<file path="src/rtl/mips8_pkg.sv">
// Shared definitions for the mips8 decode stage: instruction field layout,
// opcode constants, decode-controller state encoding and the decode register.
package mips8_pkg;

  localparam int FLUSH_DEPTH_DEF = 2;

  localparam int INS_W  = 20;
  localparam int OPC_HI = 19;
  localparam int OPC_LO = 15;
  localparam int RD_HI  = 14;
  localparam int RD_LO  = 12;
  localparam int RS1_HI = 11;
  localparam int RS1_LO = 9;
  localparam int RS2_HI = 8;
  localparam int RS2_LO = 6;
  localparam int IMM_HI = 7;
  localparam int IMM_LO = 0;

  typedef logic [4:0] opc_t;
  typedef logic [2:0] reg_t;

  localparam opc_t OP_NOP  = 5'b00000;
  localparam opc_t OP_LD   = 5'b10000;
  localparam opc_t OP_ST   = 5'b10001;
  localparam opc_t OP_JMP  = 5'b11000;
  localparam opc_t OP_BEQZ = 5'b11001;

  typedef enum logic [1:0] {
    ST_RUN   = 2'd0,
    ST_STALL = 2'd1,
    ST_FLUSH = 2'd2
  } state_e;

  typedef struct packed {
    logic       valid;
    opc_t       opcode;
    reg_t       rd;
    reg_t       rs1;
    reg_t       rs2;
    logic [7:0] imm;
    logic [7:0] pc;
  } dec_t;

  function automatic logic is_alu(input opc_t op);
    return (op != OP_NOP) && (op != OP_LD) && (op != OP_ST) &&
           (op != OP_JMP) && (op != OP_BEQZ);
  endfunction

  function automatic logic reads_rs1(input opc_t op);
    return is_alu(op) || (op == OP_LD) || (op == OP_ST) || (op == OP_BEQZ);
  endfunction

  function automatic logic reads_rs2(input opc_t op);
    return is_alu(op) || (op == OP_ST);
  endfunction

endpackage

</file>
<file path="src/rtl/hazard_detect.sv">
// Load-use hazard: the instruction in decode is a valid LD whose destination
// is a source register of the instruction arriving from fetch.
module hazard_detect
  import mips8_pkg::*;
(
  input  logic valid_i,
  input  opc_t opcode_i,
  input  reg_t rd_i,
  input  opc_t in_opcode_i,
  input  reg_t in_rs1_i,
  input  reg_t in_rs2_i,
  output logic hazard_o
);

  logic ld_in_decode;
  logic rs1_hit;
  logic rs2_hit;

  always_comb begin
    ld_in_decode = valid_i && (opcode_i == OP_LD);
    rs1_hit      = reads_rs1(in_opcode_i) && (in_rs1_i == rd_i);
    rs2_hit      = reads_rs2(in_opcode_i) && (in_rs2_i == rd_i);
    hazard_o     = ld_in_decode && (rs1_hit || rs2_hit);
  end

endmodule

</file>
<file path="src/rtl/ins_decode_ctrl_block.sv">
// Decode register plus the RUN/STALL/FLUSH controller that inserts load-use
// bubbles and squashes wrong-path instructions after a taken redirect.
module ins_decode_ctrl_block
  import mips8_pkg::*;
#(
  parameter int FLUSH_DEPTH = FLUSH_DEPTH_DEF
) (
  input  logic        clk,
  input  logic        reset,
  input  logic [19:0] ins,
  input  logic [7:0]  current_address,
  input  logic        zero_flag,
  output logic [7:0]  jmp_loc,
  output logic        pc_mux_sel,
  output logic        stall,
  output logic        stall_pm,
  output logic [4:0]  opcode_d,
  output logic [2:0]  rd_d,
  output logic [2:0]  rs1_d,
  output logic [2:0]  rs2_d,
  output logic [7:0]  imm_d,
  output logic [7:0]  pc_d,
  output logic        valid_d
);

  localparam int CNT_W = (FLUSH_DEPTH > 1) ? $clog2(FLUSH_DEPTH) : 1;

  state_e           state_q, state_d;
  logic [CNT_W-1:0] cnt_q, cnt_d;
  dec_t             dec_q, dec_d;
  dec_t             ins_fields;
  logic             hazard_raw;
  logic             hazard;
  logic             redirect;
  logic             squash;

  hazard_detect u_hazard (
    .valid_i     (dec_q.valid),
    .opcode_i    (dec_q.opcode),
    .rd_i        (dec_q.rd),
    .in_opcode_i (ins[OPC_HI:OPC_LO]),
    .in_rs1_i    (ins[RS1_HI:RS1_LO]),
    .in_rs2_i    (ins[RS2_HI:RS2_LO]),
    .hazard_o    (hazard_raw)
  );

  // Hazards and redirects are only acted on in RUN; STALL and FLUSH hold bubbles.
  always_comb begin
    redirect = (state_q == ST_RUN) && dec_q.valid &&
               ((dec_q.opcode == OP_JMP) ||
                ((dec_q.opcode == OP_BEQZ) && zero_flag));
    hazard   = (state_q == ST_RUN) && hazard_raw && !redirect;
  end

  always_ff @(posedge clk) begin
    if (reset) begin
      state_q <= ST_RUN;
      cnt_q   <= '0;
      dec_q   <= '0;
    end else begin
      state_q <= state_d;
      cnt_q   <= cnt_d;
      dec_q   <= dec_d;
    end
  end

  // The redirect edge squashes the first wrong-path instruction; FLUSH squashes
  // the rest and its final cycle (counter at 0) decodes normally.
  always_comb begin
    state_d = state_q;
    cnt_d   = cnt_q;
    squash  = 1'b0;
    case (state_q)
      ST_RUN: begin
        if (redirect) begin
          state_d = ST_FLUSH;
          cnt_d   = CNT_W'(FLUSH_DEPTH - 1);
          squash  = 1'b1;
        end else if (hazard) begin
          state_d = ST_STALL;
          squash  = 1'b1;
        end
      end
      ST_STALL: state_d = ST_RUN;
      ST_FLUSH: begin
        if (cnt_q == '0) begin
          state_d = ST_RUN;
        end else begin
          cnt_d  = cnt_q - CNT_W'(1);
          squash = 1'b1;
        end
      end
      default: state_d = ST_RUN;
    endcase

    ins_fields.valid  = (ins[OPC_HI:OPC_LO] != OP_NOP);
    ins_fields.opcode = ins[OPC_HI:OPC_LO];
    ins_fields.rd     = ins[RD_HI:RD_LO];
    ins_fields.rs1    = ins[RS1_HI:RS1_LO];
    ins_fields.rs2    = ins[RS2_HI:RS2_LO];
    ins_fields.imm    = ins[IMM_HI:IMM_LO];
    ins_fields.pc     = current_address;
    dec_d = squash ? '0 : ins_fields;
  end

  always_comb begin
    stall      = !reset && hazard;
    stall_pm   = !reset && hazard;
    pc_mux_sel = !reset && redirect;
    jmp_loc    = pc_mux_sel ? dec_q.imm : 8'h00;
  end

  assign opcode_d = dec_q.opcode;
  assign rd_d     = dec_q.rd;
  assign rs1_d    = dec_q.rs1;
  assign rs2_d    = dec_q.rs2;
  assign imm_d    = dec_q.imm;
  assign pc_d     = dec_q.pc;
  assign valid_d  = dec_q.valid;

endmodule

</file>
<file path="config.mk">
export PLATFORM = sky130hd
export DESIGN_NAME = ins_decode_ctrl_block
export DESIGN_NICKNAME = d
export VERILOG_FILES = /design/src/rtl/mips8_pkg.sv /design/src/rtl/hazard_detect.sv /design/src/rtl/ins_decode_ctrl_block.sv
export SDC_FILE = /design/constraint.sdc
export NUM_CORES = 1
export LEC_CHECK = 0
export BUFFER_PORTS_ARGS = -buffer_cell sky130_fd_sc_hd__buf_2
export CELL_PAD_IN_SITES_DETAIL_PLACEMENT = 1
export CELL_PAD_IN_SITES_GLOBAL_PLACEMENT = 2
export CORE_MARGIN = 3
export CORE_UTILIZATION = 24
export CTS_CLUSTER_DIAMETER = 80
export CTS_CLUSTER_SIZE = 8
export DETAILED_ROUTE_END_ITERATION = 16
export GPL_ROUTABILITY_DRIVEN = 0
export PLACE_DENSITY = 0.92
export SLEW_MARGIN = 40
export SYNTH_ARGS = -nofsm -noshare
export SYNTH_HDL_FRONTEND = slang
export SYNTH_SLANG_ARGS = --single-unit
</file>
<file path="constraint.sdc">
create_clock -name clk -period 4.64 [get_ports clk]
set_input_delay 0.232 -clock clk [delete_from_list [all_inputs] [get_ports clk]]
set_output_delay 0.232 -clock clk [all_outputs]
set_load 0.01 [all_outputs]
</file>
==> metrics.cfg <==
[clock_tree]
clk_pin_slew_ns = 0.06
clockBufferDepth = 2
cts_tree = built
cts_sinks = 32
numCtsBuffers = 5
clock_latency_ns = 0.27
htreeDepth = 2
post_cts_buffers = 0
cts_resized = 0
postCtsHoldBufs = 0
cts-root-buf = clkbuf_8

[cells_and_area]
syn2layout_area_growth_pct = 40.70
antennaDiodeCount = 0
finish.utilization_pct = 36.16
final_nets = 209
layoutNonFillerInstCount = 231
drive_above_1_share_pct = 46.37

[routing]
drtIter0Drc = 48
avgViaCountPerCell = 4.455
ant_nets = 0
totalWireLength_microns = 3089
dr.pass1.iters = 4
vias = 1029
post_drt_wl_per_cell_microns = 13.37
post-route-drc-count = 0

[logic_synthesis]
synth_common_cells = dfxtp_1 (32), and3_1 (28), and2_1 (8)
yosysSeqAreaShare_pct = 55.71
async_flop_share_pct = 0
ys_warn_count = 0
synth_cells = 109
syn_avg_cell_area_sq_um = 10.55
syn_nets = 140
synth_ff_type = dfxtp_1
synth_top_area_share_pct = 55.71
synth.distinct_cells = 28
synth_area_sq_um = 1150
ys_ff_latch = 32
synthTopCellsByArea = dfxtp_1 (56%), and3_1 (15%), and2_1 (4.4%), xor2_1 (3.0%), xnor2_1 (2.3%)
synth_edf_count = 0
synth_top_cell_by_area = dfxtp_1
synth.most_common_cell = dfxtp_1

[sta]
timing.fmax_ghz = 0.4378
holdWs_ns = 0.1806
maxSlewHeadroom_pct = 48.31
grt_setup_unrepaired = false
skew_ns = 0.002664
setup_violations = 0
post-route-period-util_pct = 49.23
report.final.hold_viol_count = 0
worstMarginPinSlew_ns = 0.7754
finalMaxSlewViolations = 0
finalCriticalPeriod_ns = 2.284
setup_tns_ns = 0

[worst_setup_path]
path_max_fanout = 3
crit_path_end_kind = output port
slowest_stage = a2111oi_0
crit_buf_inv = 1
startpoint_type = flop
crit_family = compound AO/OA/AOI/OAI gates
crit_arrival_ns = 2.05
crit_required_ns = 4.41
path_cells = xor2_1 > a2111o_1 > a2111oi_0 > buf_2
r2r_slack_ns = 2.71
crit_type = reg -> out
cpPeakStageDelay_ns = 0.61

[global_routing]
antenna_found_initial = 0
grt_first_pass_wirelength_microns = 4747
grt_max_degree = 30
grt_usage_pct = 11.32
grt-ovfl-total = 0
grt_pass1_vias = 1061

[job]
drv_cap = 0

[floorplan]
coreArea_sq_um = 4474
ios = 73
start_util_pct = 25.70
rows = 24
die_area_sq_um = 5657
dieHeight_microns = 75.22
chipWidth_microns = 75.22

[run_status]
outcome = finished clean

[power]
leakage_nw = 0.8787
peakVddDrop_uv = 118.0
p_per_area_nw_per_um2 = 355.4
finalPower_uw = 574.9

[hold_path]
min_path_type = in -> reg

[place]
placed_cells = 223
place_hpwl_microns = 2402
io_buffers = 72

final timing paths:
kind	from	to	cells past startpoint
max	rd_d[2]$_SDFF_PP0_	stall	4
min	current_address[0]	pc_d[0]$_SDFF_PP0_	2
max reg2reg	opcode_d[0]$_SDFF_PP0_	valid_d$_SDFF_PP0_	5
min reg2reg	cnt_q$_SDFFE_PP0P_	cnt_q$_SDFFE_PP0P_	2
sequential cells by signal, indices dropped and copies added (netlist names):
| signal | cells |
|---|---|
| state_q | 2 |
| cnt_q | 1 |
| rs2_d | 3 |
| pc_d | 8 |
| rd_d | 3 |
| imm_d | 6 |
| rs1_d | 3 |
| valid_d | 1 |
| opcode_d | 5 |
where the power goes:
group          internal [mW]  total, mW  switching (mW)
Combinational         0.0327     0.0661          0.0335
Clock                  0.121      0.213          0.0921
Sequential             0.290      0.296         0.00638
cells in the final DEF, fill, tap and decap left out, drive strengths merged, types with 2 or more instances in the layout:
| master | count |
|---|---|
| buf | 72 |
| dfxtp | 32 |
| and3 | 28 |
| and2 | 8 |
| clkbuf | 8 |
| xor2 | 4 |
| xnor2 | 3 |
| o21ai | 3 |
| inv | 2 |
| nand3 | 2 |
| nor2 | 2 |
| a2111oi | 2 |
| a31o | 2 |
layer usage:
metal / track usage [%] / routed length [microns] / up-vias
li1: - / - / 511
met4: 3.495 / 29 / 0
met5: 0 / 0 / -
met1: 11.58 / 1203 / 473
met2: 20.41 / 1591 / 41
met3: 5.340 / 265 / 4
cell families after synthesis:
logic type	count (synthesis)	share of synthesized area [%]
AND/OR/NAND/NOR	46	24.38
flip-flops	32	55.71
buffers and inverters	12	6.203
AO/OA/AOI/OAI	12	8.378
XOR/XNOR	7	5.332
cell type report:
type / count / area [sq um]
fill: 528 / 2856
sequential: 32 / 640.6
timing repair buffer: 72 / 360.3
tap: 52 / 65.06
multi-input combinational: 65 / 454.2
inverter: 2 / 7.507
clock buffer: 8 / 90.09
worst register-to-register path, cell delays in order, from the launching register on:
cell and delay [ns]:
dfxtp_1 0.35, inv_1 0.05, o21ai_0 0.40, a21o_1 0.18, a31o_1 0.61, o311a_2 0.30
stage by stage:
stage / cell area (sq um) / worst slack (ns)
3_5_place_dp: 1528 / 2.594
6_report: 1618 / 2.356
5_1_grt: 1618 / 2.178
2_1_floorplan: 1150 / 2.421
4_1_cts: 1618 / 2.315
3_3_place_gp: 1515 / 2.527
Power figures use the tool's default switching activity.
